File: config.mk
export PLATFORM = sky130hd
export DESIGN_NAME = trivium_ks_xor
export DESIGN_NICKNAME = d
export VERILOG_FILES = /design/src/rtl/trivium_ks_xor.sv
export SDC_FILE = /design/constraint.sdc
export NUM_CORES = 1
export LEC_CHECK = 0
export BUFFER_PORTS_ARGS = -buffer_cell sky130_fd_sc_hd__buf_4
export CORE_MARGIN = 1
export CORE_UTILIZATION = 30
export DETAILED_ROUTE_END_ITERATION = 10
export GPL_TIMING_DRIVEN = 0
export PLACE_DENSITY = 0.51
export SYNTH_ARGS = -nofsm -noshare
export SYNTH_HDL_FRONTEND = slang
export SYNTH_SLANG_ARGS = --single-unit
export TNS_END_PERCENT = 5
File: constraint.sdc
create_clock -name CLK -period 3.9 [get_ports CLK]
set_input_delay 0.39 -clock CLK [delete_from_list [all_inputs] [get_ports CLK]]
set_output_delay 0.39 -clock CLK [all_outputs]
set_load 0.05 [all_outputs]
File: src/rtl/trivium_ks_xor.sv
// -----------------------------------------------------------------------------
// trivium_ks_xor
//   Keystream consumer that sits directly downstream of a Trivium generator.
//   It requests 128-bit keystream blocks, captures them, and XORs a byte
//   stream against each block, MSB byte first. Valid/ready on both byte ports.
//
// Configuration macro:
//   TRIVIUM_KS_PREFETCH_EN - adds a second block buffer so that the next
//                            block is fetched while the current one is being
//                            consumed (no bubble between blocks).
//
// Ports:
//   CLK       in   1     system clock
//   RST       in   1     synchronous reset, active-high
//   EN        in   1     block enable; low freezes all state
//   KsReq     out  1     1-cycle request pulse to the generator (Drdy)
//   KsIn      in   KS_W  keystream block (generator Dout)
//   KsVld     in   1     1-cycle pulse, KsIn valid (generator Dvld)
//   DinVld    in   1     input byte valid
//   DinRdy    out  1     input byte ready
//   Din       in   DW    input byte
//   DinLast   in   1     last byte of a message
//   DoutVld   out  1     output byte valid
//   DoutRdy   in   1     downstream ready
//   Dout      out  DW    Din ^ keystream byte
//   DoutLast  out  1     DinLast carried with the output byte
// -----------------------------------------------------------------------------
module trivium_ks_xor #(
  parameter int KS_W = 128,
  parameter int DW   = 8
) (
  input  logic            CLK,
  input  logic            RST,
  input  logic            EN,
  output logic            KsReq,
  input  logic [KS_W-1:0] KsIn,
  input  logic            KsVld,
  input  logic            DinVld,
  output logic            DinRdy,
  input  logic [DW-1:0]   Din,
  input  logic            DinLast,
  output logic            DoutVld,
  input  logic            DoutRdy,
  output logic [DW-1:0]   Dout,
  output logic            DoutLast
);

  localparam int NB = KS_W / DW;
  localparam int PW = (NB > 1) ? $clog2(NB) : 1;

  typedef enum logic [1:0] {S_EMPTY, S_WAIT, S_FULL} state_t;

  state_t            state;
  logic [PW-1:0]     ptr;
  logic              outstanding;
  logic              ks_req_q;
  logic [KS_W-1:0]   act_buf;
`ifdef TRIVIUM_KS_PREFETCH_EN
  logic [KS_W-1:0]   nxt_buf;
  logic              nxt_vld;
`endif

  logic              hs;
  logic              consume;
  logic [KS_W-1:0]   ks_sh;
  logic [DW-1:0]     ks_byte;

  // Ready depends only on registered state plus the downstream ready, so a
  // stalled output register blocks the input in the same cycle.
  assign DinRdy  = EN & (state == S_FULL) & (~DoutVld | DoutRdy);
  // The request is a registered pulse, masked so it never shows while frozen.
  assign KsReq   = ks_req_q & EN;
  assign hs      = DinVld & DinRdy;
  assign consume = hs & ((ptr == PW'(NB - 1)) | DinLast);

  // Byte k of the block is the k-th DW slice from the MSB end.
  assign ks_sh   = act_buf << (DW * ptr);
  assign ks_byte = ks_sh[KS_W-1 -: DW];

  // NOTE: all state is updated with non-blocking assignments so every branch
  // below sees the pre-edge values, independent of statement order.
  always_ff @(posedge CLK) begin
    if (RST) begin
      // NOTE: the block buffers are reset too, so no stale keystream can be
      // observed after a mid-operation reset.
      state       <= S_EMPTY;
      ptr         <= '0;
      outstanding <= 1'b0;
      ks_req_q    <= 1'b0;
      act_buf     <= '0;
      Dout        <= '0;
      DoutLast    <= 1'b0;
      DoutVld     <= 1'b0;
`ifdef TRIVIUM_KS_PREFETCH_EN
      nxt_buf     <= '0;
      nxt_vld     <= 1'b0;
`endif
    end else if (EN) begin
      ks_req_q <= 1'b0;

      // Output register: load on handshake, otherwise drop valid once taken.
      if (hs) begin
        Dout     <= Din ^ ks_byte;
        DoutLast <= DinLast;
        DoutVld  <= 1'b1;
      end else if (DoutVld && DoutRdy) begin
        DoutVld  <= 1'b0;
      end

      unique case (state)
        S_EMPTY: begin
          ks_req_q    <= 1'b1;
          outstanding <= 1'b1;
          state       <= S_WAIT;
        end

        S_WAIT: begin
          if (KsVld) begin
            act_buf     <= KsIn;
            ptr         <= '0;
            outstanding <= 1'b0;
            state       <= S_FULL;
          end
        end

        S_FULL: begin
          if (consume) begin
`ifdef TRIVIUM_KS_PREFETCH_EN
            if (nxt_vld) begin
              // Promote the prefetched block with no ready bubble.
              act_buf <= nxt_buf;
              nxt_vld <= 1'b0;
              ptr     <= '0;
            end else if (outstanding && KsVld) begin
              // Prefetched block lands exactly as the active one runs out.
              act_buf     <= KsIn;
              outstanding <= 1'b0;
              ptr         <= '0;
            end else if (outstanding) begin
              // A request is already in flight; do not issue a second one.
              state <= S_WAIT;
            end else begin
              state <= S_EMPTY;
            end
`else
            state <= S_EMPTY;
`endif
          end else begin
            if (hs) ptr <= ptr + 1'b1;
`ifdef TRIVIUM_KS_PREFETCH_EN
            if (outstanding && KsVld) begin
              nxt_buf     <= KsIn;
              nxt_vld     <= 1'b1;
              outstanding <= 1'b0;
            end else if (!nxt_vld && !outstanding) begin
              ks_req_q    <= 1'b1;
              outstanding <= 1'b1;
            end
`endif
          end
        end

        default: state <= S_EMPTY;
      endcase
    end
  end

endmodule

# Word-level counts from Yosys, hierarchy flattened
# Cells that the tools add are included.
# word_totals
reg_bits	145
input_bits	143
output_inout_bits	12
elab_cells	44
# op_classes
addsub	1
n_eq_ne	7
shifts	1
mux	10
n_bitwise	9
reduce_logical	9
# ops
operator	n
<< shifter 128 x 7 -> 128 bit	1
2-to-1 mux 4 bit	3
inequality test 2 bit, second input constant	4
case mux 4 bit (2 select lines)	1
bitwise XOR 8 bit	1
case mux 2 bit (3 select lines)	1
AND reduction 3 bit	2
bitwise AND 1 bit	5
AND reduction 5 bit	1
adder 4 x 1 -> 4 bit, second input constant	1
== test 4 bit, second input constant	1
2-to-1 mux 2 bit	2
AND reduction 2 bit	2
nonzero test 2 bit	2
2-to-1 mux 1 bit	3
== test 2 x 1 -> 1 bit, second input constant	1
== test 2 bit, second input constant	1
zero test 2 bit	1
bitwise OR 1 bit	2
logical AND 1 bit	1
NOT 1 bit	1

# Depth between registers and ports, before layout
# Gate-level depths: netlist (run 1).
# logic_depth
word_depth	7
ltp_mapped	7

# Worst setup path after synthesis (run 1)
# OpenSTA, ideal clock, no wires.
# synth_timing
path_type	flip-flop to flip-flop
start	register ptr[0]
end	register Dout[0]
arrival_ps	1667
required_time_ps	3809
setup_slack_ps	2143
path_stages_with_launch	7
n_path_buf	2
cell_sequence	dfxtp_1 buf_6 buf_6 mux4_1 a22oi_1 nand3_1 a311oi_1
# synth_between
elab_chain_cells	2
# synth_lines
item	line	source
from (decl)	54	logic [PW-1:0] ptr;
from (signal assigned)	149	if (hs) ptr <= ptr + 1'b1;
<< shifter 128 x 7 -> 128 bit	77	assign ks_sh = act_buf << (DW * ptr);
bitwise XOR 8 bit	103	Dout <= Din ^ ks_byte;
to (signal assigned)	103	
to (decl)	44	output logic [DW-1:0] Dout,
# Every way passes these cells.
# A chain may end at the register's enable or synchronous reset.

# Worst setup path after layout (run 1)
# layout_timing
start	register state[0]
end	register act_buf[71]
# layout_between
elab_chain_cells	2
# layout_lines
item	line	source
from (decl)	53	state_t state;
from (signal assigned)	86	state <= S_EMPTY;
from (signal assigned)	114	state <= S_WAIT;
from (signal assigned)	122	state <= S_FULL;
== test 2 x 1 -> 1 bit	110	unique case (state)
AND reduction 3 bit (no source line)	--	
to (signal assigned)	119	act_buf <= KsIn;
to (decl)	57	logic [KS_W-1:0] act_buf;
# Every way passes these cells.

==> reports/results.ini, run 1 <==
[synthesis]
synth_nets=861
yosys_register_bits=145
yosysMostFrequentCell=nand2_1
syn_avg_cell_area_um2=8.75
syn_area_um2=6270
synth_area_leader_cell=dfxtp_1
synth_cells=717
yosysSeqAreaShare_pct=46.3
async_flop_share_pct=0
synth_edf_count=0
ys.flop_type=dfxtp_1
synth_area_leaders=dfxtp_1 (46%), nand2_1 (15%), a21oi_1 (11%)
yosysUniqueCellTypes=41
synth_top_area_share_pct=46.3
synth_common_cells=nand2_1 (259), dfxtp_1 (145), a21oi_1 (133), clkbuf_1 (34), mux4_2 (19)
yosys_warnings=0

[power]
swShare_pct=21.6
power_density_nw_per_um2=429
p_clk_share_pct=49.9
power_switching_w=0.000780
p_seq_share_pct=42.6
p_leak_nw=3.14
ir_worst_vdd_v=0.000257
combPwrFrac_pct=7.5
p_int_w=0.00282

[job]
maxCapViolCount=0

[sta]
fin_crit_sh_pct=57.6
fin_crit_ps=2250
hold_viol=0
fmax_mhz=445
final_max_slew_viol_count=0
relSlewSlack_pct=53.5
worst_slew_pin_slew_ps=697
tns_ps=0
rsz0062_at_grt=no
setup_viol=0
finClkSkew_ps=16.3
whs_ps=211

[critical_path]
cp-start-kind=flip-flop
worstPathMaxFanout=10
reg2reg_depth=7
critPathRequiredTime_ps=4250
r2r_end=act_buf[71]
ff2ff_setup_slack_ps=1650
startpoint=state[0]
rr_startpoint=state[0]
path_class=reg2reg
endpoint=act_buf[71]
cp.arrival_ps=2600
worst_setup_path_end_kind=flip-flop

[clock_tree]
cts_buffers=17
postCtsResizedCells=0
cts.path.max_buffers=2
cts_tree=done
clock-root-buffer=clkbuf_16
cts_hold_buf=0
clk_pin_slew_ps=60
cts_htree_levels=4
clock_sinks=145
postCtsSetupRepairBufs=0
clk_latency_ps=420

[layout]
layout.nets=1033
fillers=2127
layout-drive-gt1-share_pct=25.1
fin_area_um2=8400
final_util_pct=41.3
syn_to_final_growth_pct=34.0
antenna_cells=0

[global_route]
antenna_found_initial=0
grt_max_degree=17
track_usage_pct=18.7
grt_pass1_vias=5350
gr-total-overflow=0
grt_pass1_wl_um=30000

[floorplan]
core_um2=20400
initial_core_util_pct=30.8
die_w_um=147
die_h_um=147
fp-row-count=52
io_pins=155
die_area_um2=21500

[routing]
drt_first_pass_iters=5
drt_iter0_drc=266
wl_per_cell_um=17.0
ant_nets=0
drcViolationCount=0
viasPerCell=4.77
totalWireLength_um=19900
vias=5593

[place]
hpwl_um=15000
port_buffers=153
gp_congestion=0.787
dpl_cell_area_um2=7760

[hold_path]
hold_class=in2reg
hold_depth=3

[run_status]
status=finished, final reports clean

==> metal layers <==
| metal | part of all wire [%] | vias to the layer above | routed length [um] | global-route usage [%] |
|---|---|---|---|---|
| li1 | - | 2815 | - | - |
| met1 | 46 | 2641 | 9090 | 25.4 |
| met2 | 49 | 135 | 9690 | 29.9 |
| met3 | 5.3 | 2 | 1050 | 4.44 |
| met4 | 0.35 | 0 | 70 | 4.06 |
| met5 | 0 | - | 0 | 0 |
==> power by group through the flow <==
stage / clock network, W / registers, W / logic [W]
floorplan: 0 / 0.00156 / 0.000109
global placement: 0 / 0.00157 / 0.000272
detailed placement: 0 / 0.00157 / 0.000273
CTS: 0.00183 / 0.00153 / 0.000274
global route: 0.00190 / 0.00154 / 0.000296
finish: 0.00180 / 0.00153 / 0.000270
==> sequential cells by signal (all words and copies together) (netlist names) <==
register and cells:
Dout 8, DoutLast 1, DoutVld 1, act_buf 128, ks_req_q 1, ptr 4
state 2
==> cells in the final DEF (no fill, tap or decap), types with 9 or more instances in the layout <==
cell / n
nand2_1: 259
a21o_1: 9
a22oi_1: 18
mux4_1: 12
clkbuf_1: 37
buf_4: 153
a21oi_1: 133
mux4_2: 19
nand3_1: 12
clkbuf_16: 17
nor2_1: 13
dfxtp_1: 145
==> metrics by stage <==
step	power, W	instances	setup slack [ps]
after floorplan	0.00167	717	2140
after global placement	0.00184	1140	1550
after detailed placement	0.00184	1140	1570
after CTS	0.00364	1172	1580
after global routing	0.00373	1172	1360
final	0.00360	1172	1650
==> critical path, stage by stage, from the launching register on <==
cell	delay (ps)
dfxtp_1	310
clkbuf_1	250
nand2_1	110
nor3_1	260
clkbuf_1	580
clkbuf_1	380
nand2_1	150
a21oi_1	130
==> layout make-up <==
type / instances / area (um^2) / area share (%)
plain buffers: 59 / 378 / 4.50
clock buffers: 22 / 464 / 5.52
clock inverters: 10 / 181 / 2.16
inverters: 4 / 15.0 / 0.179
multi-input cells: 509 / 2980 / 35.4
flip-flops and latches: 145 / 2900 / 34.5
well taps: 270 / 338 / 4.02
repair buffers: 153 / 1150 / 13.7
==> logic make-up (layout without fill, tap and decap cells) <==
logic type / count (synthesis) / after routing / share of synthesized area, %
AND/OR/NAND/NOR: 300 / 300 / 19.1
flip-flops: 145 / 145 / 46.3
AO/OA/AOI/OAI: 175 / 175 / 15.8
buffers and inverters: 63 / 248 / 6.26
multiplexers: 33 / 33 / 12.4
adder cells (fa/ha/maj): 1 / 1 / 0.199
==> worst min-delay path by stage <==
| stage | from | end | slack [ps] |
|---|---|---|---|
| final | KsIn[84] | act_buf[84] | 210 |
| after global routing | KsIn[100] | act_buf[100] | 200 |
| after CTS | KsIn[84] | act_buf[84] | 200 |
| after detailed placement | act_buf[42] | act_buf[42] | 440 |
| after global placement | act_buf[109] | act_buf[109] | 440 |
| after floorplan | act_buf[114] | act_buf[114] | 430 |
No activity file was read; power rests on OpenSTA's default activity.
==> run 2: changes to the inputs <==
--- a/config.mk
+++ b/config.mk
@@ -10,7 +10,7 @@
 export CORE_UTILIZATION = 30
 export DETAILED_ROUTE_END_ITERATION = 10
 export GPL_TIMING_DRIVEN = 0
-export PLACE_DENSITY = 0.51
+export PLACE_DENSITY = 0.53
 export SYNTH_ARGS = -nofsm -noshare
 export SYNTH_HDL_FRONTEND = slang
 export SYNTH_SLANG_ARGS = --single-unit
==> constraint.sdc (replaced) <==
create_clock -name CLK -period 1.9 [get_ports CLK]
set_input_delay 0.19 -clock CLK [delete_from_list [all_inputs] [get_ports CLK]]
set_output_delay 0.19 -clock CLK [all_outputs]
set_load 0.05 [all_outputs]
==> reports/results.ini, run 2 (synthesis gave the netlist of run 1 again) <==
[layout]
final_common_cell=nand2_1
register_area_um2=2910  ; +0.13%
multiInputGateArea_um2=3050  ; +2.4%
antenna_cells=0  ; unchanged
top_register=act_buf
layout-drive-gt1-share_pct=30.2  ; +5.2 points
syn_to_final_growth_pct=36.0
final_util_pct=41.9  ; +0.61 points
largest_reg_flops=128  ; unchanged
fillers=2083  ; -2.1%
layout_common_cells=nand2_1 (259), buf_4 (155), dfxtp_1 (144)
largestRegisters=act_buf x128, Dout x8, ptr x4
layout.nets=1038  ; +0.48%

[routing]
ant_nets=0  ; unchanged
wl_per_cell_um=16.8  ; -1.2%
drt_first_pass_iters=5  ; unchanged
totalWireLength_um=19700  ; -0.88%
viasPerCell=4.77  ; about the same
vias=5610  ; +0.30%
drt_iter0_drc=268  ; +0.75%
drcViolationCount=0  ; unchanged

[run_status]
violations=negative setup slack
status=complete, but fails checks

[clock_tree]
cts_htree_levels=4  ; unchanged
cts_tree=done
clock_sinks=145  ; unchanged
cts_buffers=17  ; unchanged
clk_latency_ps=430  ; about the same
clock-root-buffer=clkbuf_16
cts.path.max_buffers=2  ; unchanged
clk_pin_slew_ps=60  ; about the same

[sta]
finClkSkew_ps=12.2  ; -4.08 ps
worst_slew_pin_slew_ps=788  ; +90.4 ps
hold_viol=0  ; unchanged
fin_ws_ps=-35.3  ; -1690 ps
fin_crit_ps=1940  ; -311 ps
whs_ps=7.15  ; -204 ps
rsz0062_at_grt=yes
relSlewSlack_pct=47.3  ; -6.2 points
final_max_slew_viol_count=0  ; unchanged
setup_viol=4  ; +4
fmax_mhz=517  ; +16%
fin_crit_sh_pct=102  ; +44 points

[floorplan]
initial_core_util_pct=30.8  ; unchanged
die_w_um=147  ; unchanged
die_area_um2=21500  ; unchanged
die_h_um=147  ; unchanged
fp-row-count=52  ; unchanged
io_pins=155  ; unchanged
core_um2=20400  ; unchanged

[critical_path]
slowest_stage=mux4_4
path_class=reg2reg
cp.arrival_ps=2270  ; -330 ps
cp-start-kind=flip-flop
critPathRequiredTime_ps=2230  ; -2020 ps
cpPeakStageDelay_ps=650  ; +70 ps
worstPathMaxFanout=8  ; -2
worst_setup_path_end_kind=flip-flop
rr_startpoint=ptr[0]
cp_cell_sequence=buf_12, buf_6, mux4_4, a22oi_2, nand3_2, a311oi_2
startpoint=ptr[0]

[global_route]
gr-total-overflow=0  ; unchanged
antenna_found_initial=0  ; unchanged
grt_pass1_wl_um=30600  ; +1.9%
grt_pass1_vias=5554  ; +3.8%
grt_max_degree=20  ; +3
track_usage_pct=18.9  ; +0.21 points

[hold_path]
min_from=KsIn[41]
hold_class=in2reg

[power]
ir_worst_vdd_v=0.000510  ; +98%
p_leak_nw=3.13  ; -0.23%
power_density_nw_per_um2=825  ; +92%

[place]
hpwl_um=14700  ; -1.9%
gp_congestion=0.794  ; +0.86%
port_buffers=153  ; unchanged

[job]
maxCapViolCount=0  ; unchanged

## run 2: cell types whose count changed in the layout (fill, tap and decap cells not counted), sizes merged
cell         delta
clkbuf          +1
clkinv          -1
buf             +3
clkinvlp        +2
bufinv          -3
dlygate4sd3     +2
## run 2: final cells by class
cell class | instances | area share, %
Buffer | 58 | 4.89
Clock buffer | 23 | 5.60
Clock inverter | 8 | 1.23
Inverter | 4 | 0.176
Multi-Input combinational cell | 509 | 35.7
Sequential cell | 145 | 34.1
Tap cell | 270 | 3.96
Timing Repair Buffer | 159 | 14.3
## run 2: what timing repair did
action / 4_1_cts / 5_1_grt
pin swaps: 12 / 15
setup buffers: 3 / 0
gates resized for setup: 36 / 24
gates cloned: 1 / 0
endpoints found under the setup margin: 120 / 129
endpoints found under the hold margin: 1 / 1
hold buffers: 1 / 1
## run 2: path summary, 6_finish.rpt
check / to / slack [ps] / cells after the start
worst max-delay path: Dout[6] / -40 / 6
worst min-delay path: act_buf[41] / 7 / 3
worst max register to register: Dout[6] / -40 / 6
worst min register to register: act_buf[6] / 450 / 2
## run 2: power by group
part | internal (W) | leakage, nW | switching (W)
combinational | 0.000295 | 1.68 | 0.000272
clock | 0.00203 | 0.275 | 0.00129
sequential | 0.00311 | 1.17 | 0.0000390
## run 2: critical path: cells and delay by family, from the launching register on
kind	cells	cell delay, ps
AO/OA/AOI/OAI	2	480
buffers and inverters	2	260
flip-flops	1	360
multiplexers	1	650
AND/OR/NAND/NOR	1	90
## run 2: routing by layer
layer	track usage [%]	vias up	wire, um
li1	-	2820	-
met1	25.4	2617	9190
met2	30.4	160	9320
met3	4.72	13	1080
met4	4.22	0	125
met5	0	-	0
## run 2: through the flow
| stage | cell area (um^2) | setup slack (ps) | total power [W] | std cells | setup TNS [ps] |
|---|---|---|---|---|---|
| floorplan | 6270 | 143 | 0.00343 | 717 | 0 |
| global placement | 7760 | -411 | 0.00377 | 1140 | -34550 |
| global route | 8530 | -108 | 0.00729 | 1176 | -1270 |
| finish | 8530 | -35.3 | 0.00704 | 1176 | -68.2 |
| CTS | 8480 | -43.0 | 0.00709 | 1175 | -118 |
| detailed placement | 7760 | -393 | 0.00377 | 1140 | -32460 |
